**src/rtl/victim_cache_ctrl.sv**
```systemverilog
// Fully-associative victim cache controller with FIFO (age-ordered)
// replacement, swap-on-hit lookup, dirty-victim writeback and
// hit/miss/writeback statistics counters.
module victim_cache_ctrl #(
   parameter int ENTRIES = 4,
   parameter int TAG_W   = 27,
   parameter int LINE_W  = 256,
   parameter int CNT_W   = 32
) (
   input  logic              clk,
   input  logic              rst,
   input  logic              lookup_valid,
   input  logic [TAG_W-1:0]  lookup_addr,
   output logic              lookup_ready,
   output logic              lookup_done,
   output logic              lookup_hit,
   output logic [LINE_W-1:0] lookup_line,
   output logic              lookup_dirty,
   input  logic              evict_valid,
   input  logic [TAG_W-1:0]  evict_addr,
   input  logic [LINE_W-1:0] evict_line,
   input  logic              evict_dirty,
   output logic              evict_ready,
   output logic              evict_done,
   output logic              pmem_write,
   output logic [TAG_W-1:0]  pmem_addr,
   output logic [LINE_W-1:0] pmem_wdata,
   input  logic              pmem_resp,
   output logic [CNT_W-1:0]  hit_count,
   output logic [CNT_W-1:0]  miss_count,
   output logic [CNT_W-1:0]  wb_count
);

   localparam int            AW         = (ENTRIES > 1) ? $clog2(ENTRIES) : 1;
   localparam logic [AW-1:0] OLDEST_AGE = AW'(ENTRIES - 1);

   typedef enum logic [2:0] {IDLE, RESULT, INSERT, WB, DONE} state_t;

   state_t state_q, state_d;

   // Per-entry storage; age 0 is the newest valid entry.
   logic [ENTRIES-1:0] valid_q;
   logic [ENTRIES-1:0] dirty_q;
   logic [TAG_W-1:0]   tag_q  [ENTRIES];
   logic [LINE_W-1:0]  line_q [ENTRIES];
   logic [AW-1:0]      age_q  [ENTRIES];

   // Latched request and registered lookup result.
   logic [TAG_W-1:0]   req_addr_q;
   logic [LINE_W-1:0]  req_line_q;
   logic               req_dirty_q;
   logic               hit_q;
   logic [AW-1:0]      hit_idx_q;
   logic [AW-1:0]      wb_idx_q;

   // Search results.
   logic               lk_hit;
   logic [AW-1:0]      lk_idx;
   logic               ins_match;
   logic [AW-1:0]      ins_match_idx;
   logic               free_found;
   logic [AW-1:0]      free_idx;
   logic [AW-1:0]      victim_idx;

   // Entry write decision from the FSM.
   logic               wr_en;
   logic               wr_refresh;
   logic [AW-1:0]      wr_idx;
   logic               wb_start;

   // Tag compare for the incoming lookup and the latched insert, plus victim selection.
   always_comb begin
      // NOTE: every signal assigned here gets a default first, so no path leaves it unassigned and no latch is inferred.
      lk_hit        = 1'b0;
      lk_idx        = '0;
      ins_match     = 1'b0;
      ins_match_idx = '0;
      victim_idx    = '0;
      for (int i = 0; i < ENTRIES; i++) begin
         if (valid_q[i] && tag_q[i] == lookup_addr) begin
            lk_hit = 1'b1;
            lk_idx = AW'(i);
         end
         if (valid_q[i] && tag_q[i] == req_addr_q) begin
            ins_match     = 1'b1;
            ins_match_idx = AW'(i);
         end
         if (valid_q[i] && age_q[i] == OLDEST_AGE) begin
            victim_idx = AW'(i);
         end
      end
   end

   // Lowest-index invalid entry (scan downwards so the lowest index wins).
   always_comb begin
      free_found = 1'b0;
      free_idx   = '0;
      for (int i = ENTRIES - 1; i >= 0; i--) begin
         if (!valid_q[i]) begin
            free_found = 1'b1;
            free_idx   = AW'(i);
         end
      end
   end

   // Next-state logic and handshake outputs.
   always_comb begin
      state_d      = state_q;
      lookup_ready = 1'b0;
      evict_ready  = 1'b0;
      lookup_done  = 1'b0;
      lookup_hit   = 1'b0;
      lookup_line  = '0;
      lookup_dirty = 1'b0;
      evict_done   = 1'b0;
      pmem_write   = 1'b0;
      wr_en        = 1'b0;
      wr_refresh   = 1'b0;
      wr_idx       = '0;
      wb_start     = 1'b0;
      case (state_q)
         IDLE: begin
            lookup_ready = 1'b1;
            evict_ready  = evict_valid & ~lookup_valid;
            if (lookup_valid)     state_d = RESULT;
            else if (evict_valid) state_d = INSERT;
         end
         RESULT: begin
            lookup_done = 1'b1;
            lookup_hit  = hit_q;
            if (hit_q) begin
               lookup_line  = line_q[hit_idx_q];
               lookup_dirty = dirty_q[hit_idx_q];
            end
            state_d = IDLE;
         end
         INSERT: begin
            state_d = DONE;
            if (ins_match) begin
               wr_en      = 1'b1;
               wr_refresh = 1'b1;
               wr_idx     = ins_match_idx;
            end else if (free_found) begin
               wr_en  = 1'b1;
               wr_idx = free_idx;
            end else if (!dirty_q[victim_idx]) begin
               wr_en  = 1'b1;
               wr_idx = victim_idx;
            end else begin
               wb_start = 1'b1;
               state_d  = WB;
            end
         end
         WB: begin
            pmem_write = 1'b1;
            if (pmem_resp) begin
               wr_en   = 1'b1;
               wr_idx  = wb_idx_q;
               state_d = DONE;
            end
         end
         DONE: begin
            evict_done = 1'b1;
            state_d    = IDLE;
         end
         default: state_d = IDLE;
      endcase
   end

   // State register.
   always_ff @(posedge clk) begin
      // NOTE: clocked state uses non-blocking assignments so every register samples pre-edge values.
      if (rst) state_q <= IDLE;
      else     state_q <= state_d;
   end

   // Request capture in IDLE; pure datapath, so it carries no reset.
   always_ff @(posedge clk) begin
      if (state_q == IDLE) begin
         if (lookup_valid) begin
            req_addr_q <= lookup_addr;
         end else if (evict_valid) begin
            req_addr_q  <= evict_addr;
            req_line_q  <= evict_line;
            req_dirty_q <= evict_dirty;
         end
      end
   end

   // Lookup result, writeback request registers and statistics counters.
   always_ff @(posedge clk) begin
      if (rst) begin
         hit_q      <= 1'b0;
         hit_idx_q  <= '0;
         wb_idx_q   <= '0;
         pmem_addr  <= '0;
         pmem_wdata <= '0;
         hit_count  <= '0;
         miss_count <= '0;
         wb_count   <= '0;
      end else begin
         if (state_q == IDLE && lookup_valid) begin
            hit_q     <= lk_hit;
            hit_idx_q <= lk_idx;
         end
         if (wb_start) begin
            wb_idx_q   <= victim_idx;
            pmem_addr  <= tag_q[victim_idx];
            pmem_wdata <= line_q[victim_idx];
         end
         if (state_q == RESULT) begin
            if (hit_q) hit_count  <= hit_count + CNT_W'(1);
            else       miss_count <= miss_count + CNT_W'(1);
         end
         if (state_q == WB && pmem_resp) wb_count <= wb_count + CNT_W'(1);
      end
   end

   // Valid bits and ages: remove on hit, refresh or place on insert.
   always_ff @(posedge clk) begin
      if (rst) begin
         valid_q <= '0;
         for (int i = 0; i < ENTRIES; i++) age_q[i] <= '0;
      end else if (state_q == RESULT && hit_q) begin
         for (int i = 0; i < ENTRIES; i++) begin
            if (valid_q[i] && age_q[i] > age_q[hit_idx_q]) age_q[i] <= age_q[i] - AW'(1);
         end
         valid_q[hit_idx_q] <= 1'b0;
         age_q[hit_idx_q]   <= '0;
      end else if (wr_en) begin
         for (int i = 0; i < ENTRIES; i++) begin
            if (valid_q[i] && AW'(i) != wr_idx &&
                (!wr_refresh || age_q[i] < age_q[wr_idx])) begin
               age_q[i] <= age_q[i] + AW'(1);
            end
         end
         valid_q[wr_idx] <= 1'b1;
         age_q[wr_idx]   <= '0;
      end
   end

   // Line payload, tag and dirty bit of the written entry.
   always_ff @(posedge clk) begin
      // NOTE: tag/line/dirty storage is not reset; valid bits gate every use, so reset only clears valid and age.
      if (wr_en) begin
         tag_q[wr_idx]   <= req_addr_q;
         line_q[wr_idx]  <= req_line_q;
         dirty_q[wr_idx] <= wr_refresh ? (dirty_q[wr_idx] | req_dirty_q) : req_dirty_q;
      end
   end

endmodule

```
**config.mk**
```make
export PLATFORM = sky130hd
export DESIGN_NAME = victim_cache_ctrl
export DESIGN_NICKNAME = d
export VERILOG_FILES = /design/src/rtl/victim_cache_ctrl.sv
export SDC_FILE = /design/constraint.sdc
export NUM_CORES = 2
export LEC_CHECK = 0
export ABC_AREA = 1
export CORE_MARGIN = 2
export CORE_UTILIZATION = 40
export CTS_CLUSTER_DIAMETER = 120
export DETAILED_ROUTE_END_ITERATION = 7
export PLACE_DENSITY = 0.61
export RECOVER_POWER = 50
export SKIP_LAST_GASP = 1
export SLEW_MARGIN = 15
export SYNTH_ARGS = -nofsm -noshare
export SYNTH_HDL_FRONTEND = slang
export SYNTH_SLANG_ARGS = --single-unit
```
**constraint.sdc**
```tcl
create_clock -name clk -period 24 [get_ports clk]
set_clock_uncertainty 0.15 [all_clocks]
set_input_delay 2.4 -clock clk [delete_from_list [all_inputs] [get_ports clk]]
set_output_delay 2.4 -clock clk [all_outputs]
set_load 0.1 [all_outputs]
```
==> flow_summary.json <==
{
  "status": "finished, violations left",
  "failed_checks": "capacitance limit, slew limit",
  "dr.pass1.iters": 6,
  "max_slew_margin": -4.338,
  "start_util": 0.4024,
  "antenna_found_initial": 102,
  "io_buffers": 957,
  "finalWeightedCongestion": 0.9672,
  "synth-edff-count": 1420,
  "syn_area_per_cell_um2": 10.12,
  "hpwlAfterDp_um": 172100,
  "cts_made_buffers": 193,
  "synth.distinct_cells": 58,
  "p_clk_frac": 0.426,
  "synthCells": 7750,
  "core_um2": 195000,
  "finalInstanceArea_um2": 96540,
  "io_pins": 958,
  "hold_slack_ns": 0.3167,
  "syn2layout_area_growth_pct": 23.03,
  "final-setup-viol-count": 0,
  "reg2reg_from": "age_q[3][0]",
  "grt_max_degree": 187,
  "wire_per_inst_um": 23.90,
  "clock_latency_ns": 0.85,
  "h-tree-depth": 4,
  "tns_ns": 0,
  "grtUsageTotal": 0.2589,
  "dpl_cell_area_um2": 90110,
  "synth_top_flop_cell": "edfxtp_1",
  "yosys_register_bits": 1821,
  "cp.required_ns": 24.60,
  "cts_tree": "yes",
  "grt_pass1_vias": 57370,
  "final_antenna_net_count": 0,
  "cts-hold-fix-buffers": 0,
  "cts_setup_buffers": 0,
  "yosysSeqAreaShare": 0.6458,
  "critPathCaptureType": "flip-flop",
  "die_h_um": 446.9,
  "async_flop_share": 0,
  "vdd_drop_max_mv": 0.06584,
  "fin_crit_ns": 15.25,
  "intPower_mw": 5.361,
  "worst-setup-path-type": "flip-flop to flip-flop",
  "syn_area_um2": 78460,
  "hold_path_class": "flip-flop to flip-flop",
  "critPathArrivalTime_ns": 15.85,
  "routed-via-count": 61950,
  "power_density_nw_per_um2": 73.23,
  "pwr-share-comb": 0.072,
  "tightest_slew_ns": 8.006,
  "drt_iter0_drc": 6107,
  "slew_viol_final": 936,
  "cts_resized": 0,
  "via_per_inst": 5.475,
  "rsz0062_at_grt": "false",
  "cts_root_buf": "clkbuf_16",
  "crit_start": "age_q[3][0]",
  "yosys_warnings": 0,
  "switching_share": 0.2416,
  "p_seq_frac": 0.502,
  "power_switching_mw": 1.708,
  "die_width_um": 446.9,
  "grt_pass1_wl_um": 385100,
  "cp_max_fo": 118,
  "cp-start-kind": "flip-flop",
  "cap_violations": 15,
  "layout.nets": 8793,
  "clk_pin_slew_worst_paths_ns": 0.06,
  "die-area_um2": 199700,
  "p_leak_nw": 33.74,
  "grt_overflow": 0,
  "drc": 0,
  "drive_gt1_frac": 0.05085,
  "syn-num-nets": 8079,
  "fin_crit_sh": 0.6354,
  "cts_sinks": 1821,
  "row_count": 162,
  "clock_path_buffers": 3,
  "final-hold-violation-count": 0,
  "drt-total-wl_um": 270400,
  "hp-start": "req_line_q[221]",
  "max_freq_ghz": 0.06558
}
-- sequential cells by signal, indices dropped and copies added, names as in the netlist, named ones only --
register     count
req_line_q     256
wb_count        32
pmem_addr       27
hit_count       32
hit_q            1
state_q          3
req_addr_q      27
line_q        1024
hit_idx_q        2
tag_q          108
dirty_q          4
age_q            8
miss_count      32
valid_q          4
pmem_wdata     256
wb_idx_q         2
req_dirty_q      1
-- worst paths after layout --
| check | to | cells after the start | slack, ns |
|---|---|---|---|
| worst max-delay path | age_q[2][1] | 19 | 8.75 |
| worst min-delay path | line_q[0][221] | 0 | 0.32 |
| worst max register to register | age_q[2][1] | 19 | 8.75 |
| worst min register to register | line_q[0][221] | 0 | 0.32 |
-- cell type report --
| class | instances | area (µm²) |
|---|---|---|
| flip-flops and latches | 1821 | 50680 |
| clock buffers | 284 | 5575 |
| clock inverters | 81 | 859.6 |
| fillers | 17650 | 98450 |
| multi-input cells | 4609 | 22820 |
| diodes | 57 | 142.6 |
| inverters | 814 | 3092 |
| repair buffers | 1025 | 10090 |
| well taps | 2624 | 3283 |
-- power by group through the flow --
stage / combinational [mW] / sequential (mW) / clock [mW]
2_1_floorplan: 0.314 / 3.62 / 0
3_3_place_gp: 0.509 / 3.60 / 0
3_5_place_dp: 0.514 / 3.61 / 0
4_1_cts: 0.516 / 3.54 / 3.06
5_1_grt: 0.548 / 3.55 / 3.18
6_report: 0.509 / 3.55 / 3.01
-- worst max-delay path, stage by stage, from the launching register on --
cell	delay [ns]
dfxtp_1	0.40
ha_1	0.18
nand2_1	0.37
nand2_1	1.31
clkinvlp_2	4.32
o21ai_0	1.56
a21oi_1	0.19
nand3_1	0.16
nand2_1	0.10
nor2_1	0.13
nor2_1	0.09
nand2_1	0.15
clkinvlp_2	3.60
buf_12	1.37
nor3_1	0.32
nand2_1	0.11
nand4_1	0.15
o21ai_0	0.25
nand2_1	0.11
inv_1	0.04
-- placed cells by master, fill, tap and decap left out, drive strengths merged, types with 51 or more instances in the layout --
cell type,Yosys,layout
inv,810,814
o211ai,209,209
nand2,966,966
dfxtp,401,401
nand3,51,51
diode,0,57
clkinv,4,58
a21oi,1273,1273
nor3,68,68
clkbuf,466,298
dlygate4sd3,0,259
clkdlybuf4s50,0,688
buf,40,64
nor2,425,425
o21ai,1370,1370
edfxtp,1420,1420
-- synthesized netlist by cell type (5+ instances only) --
cell | n | area, µm²
a2111oi_0 | 6 | 52.55
a211oi_1 | 10 | 75.07
a21oi_1 | 1273 | 6371
a221oi_1 | 9 | 78.83
a22oi_1 | 8 | 60.06
a31oi_1 | 6 | 37.54
buf_1 | 36 | 135.1
clkbuf_1 | 465 | 1745
dfxtp_1 | 401 | 8028
edfxtp_1 | 1420 | 42640
ha_1 | 13 | 162.7
inv_1 | 795 | 2984
inv_2 | 15 | 56.30
nand2_1 | 958 | 3596
nand2_2 | 6 | 37.54
nand3_1 | 46 | 230.2
nand3_2 | 5 | 50.05
nand4_1 | 27 | 168.9
nor2_1 | 407 | 1528
nor2_2 | 10 | 62.56
nor2_4 | 7 | 78.83
nor3_1 | 54 | 270.3
nor3_2 | 12 | 120.1
nor4_1 | 22 | 137.6
o2111ai_1 | 7 | 61.31
o211ai_1 | 209 | 1569
o21a_1 | 8 | 60.06
o21ai_0 | 1363 | 6822
o21ai_1 | 5 | 25.02
o22ai_1 | 33 | 206.5
xnor2_1 | 35 | 306.5
xor2_1 | 34 | 297.8
-- kinds of logic after synthesis --
group,after synthesis,share of synthesized area
XOR/XNOR,69,0.007702
buffers and inverters,1320,0.06331
AO/OA/AOI/OAI,2951,0.1981
AND/OR/NAND/NOR,1576,0.08305
flip-flops,1821,0.6458
adder cells (fa/ha/maj),13,0.002073
-- per-layer routing --
metal,GRT usage,wire (µm),up-vias
met3,0.05978,21310,596
li1,-,-,28760
met2,0.4234,127600,2594
met4,0.1250,14510,48
met5,0,299,-
met1,0.3233,106700,29950
-- metrics by stage --
step	instances	power [mW]	setup WS, ns	utilization
2_1_floorplan	7750	3.932	2.403	-
3_3_place_gp	10890	4.113	15.79	0.4621
3_5_place_dp	10890	4.121	15.66	0.4621
4_1_cts	11260	7.115	14.74	0.4951
5_1_grt	11310	7.287	7.504	0.4950
6_report	11320	7.069	8.751	0.4951
Power figures use the tool's default switching activity.
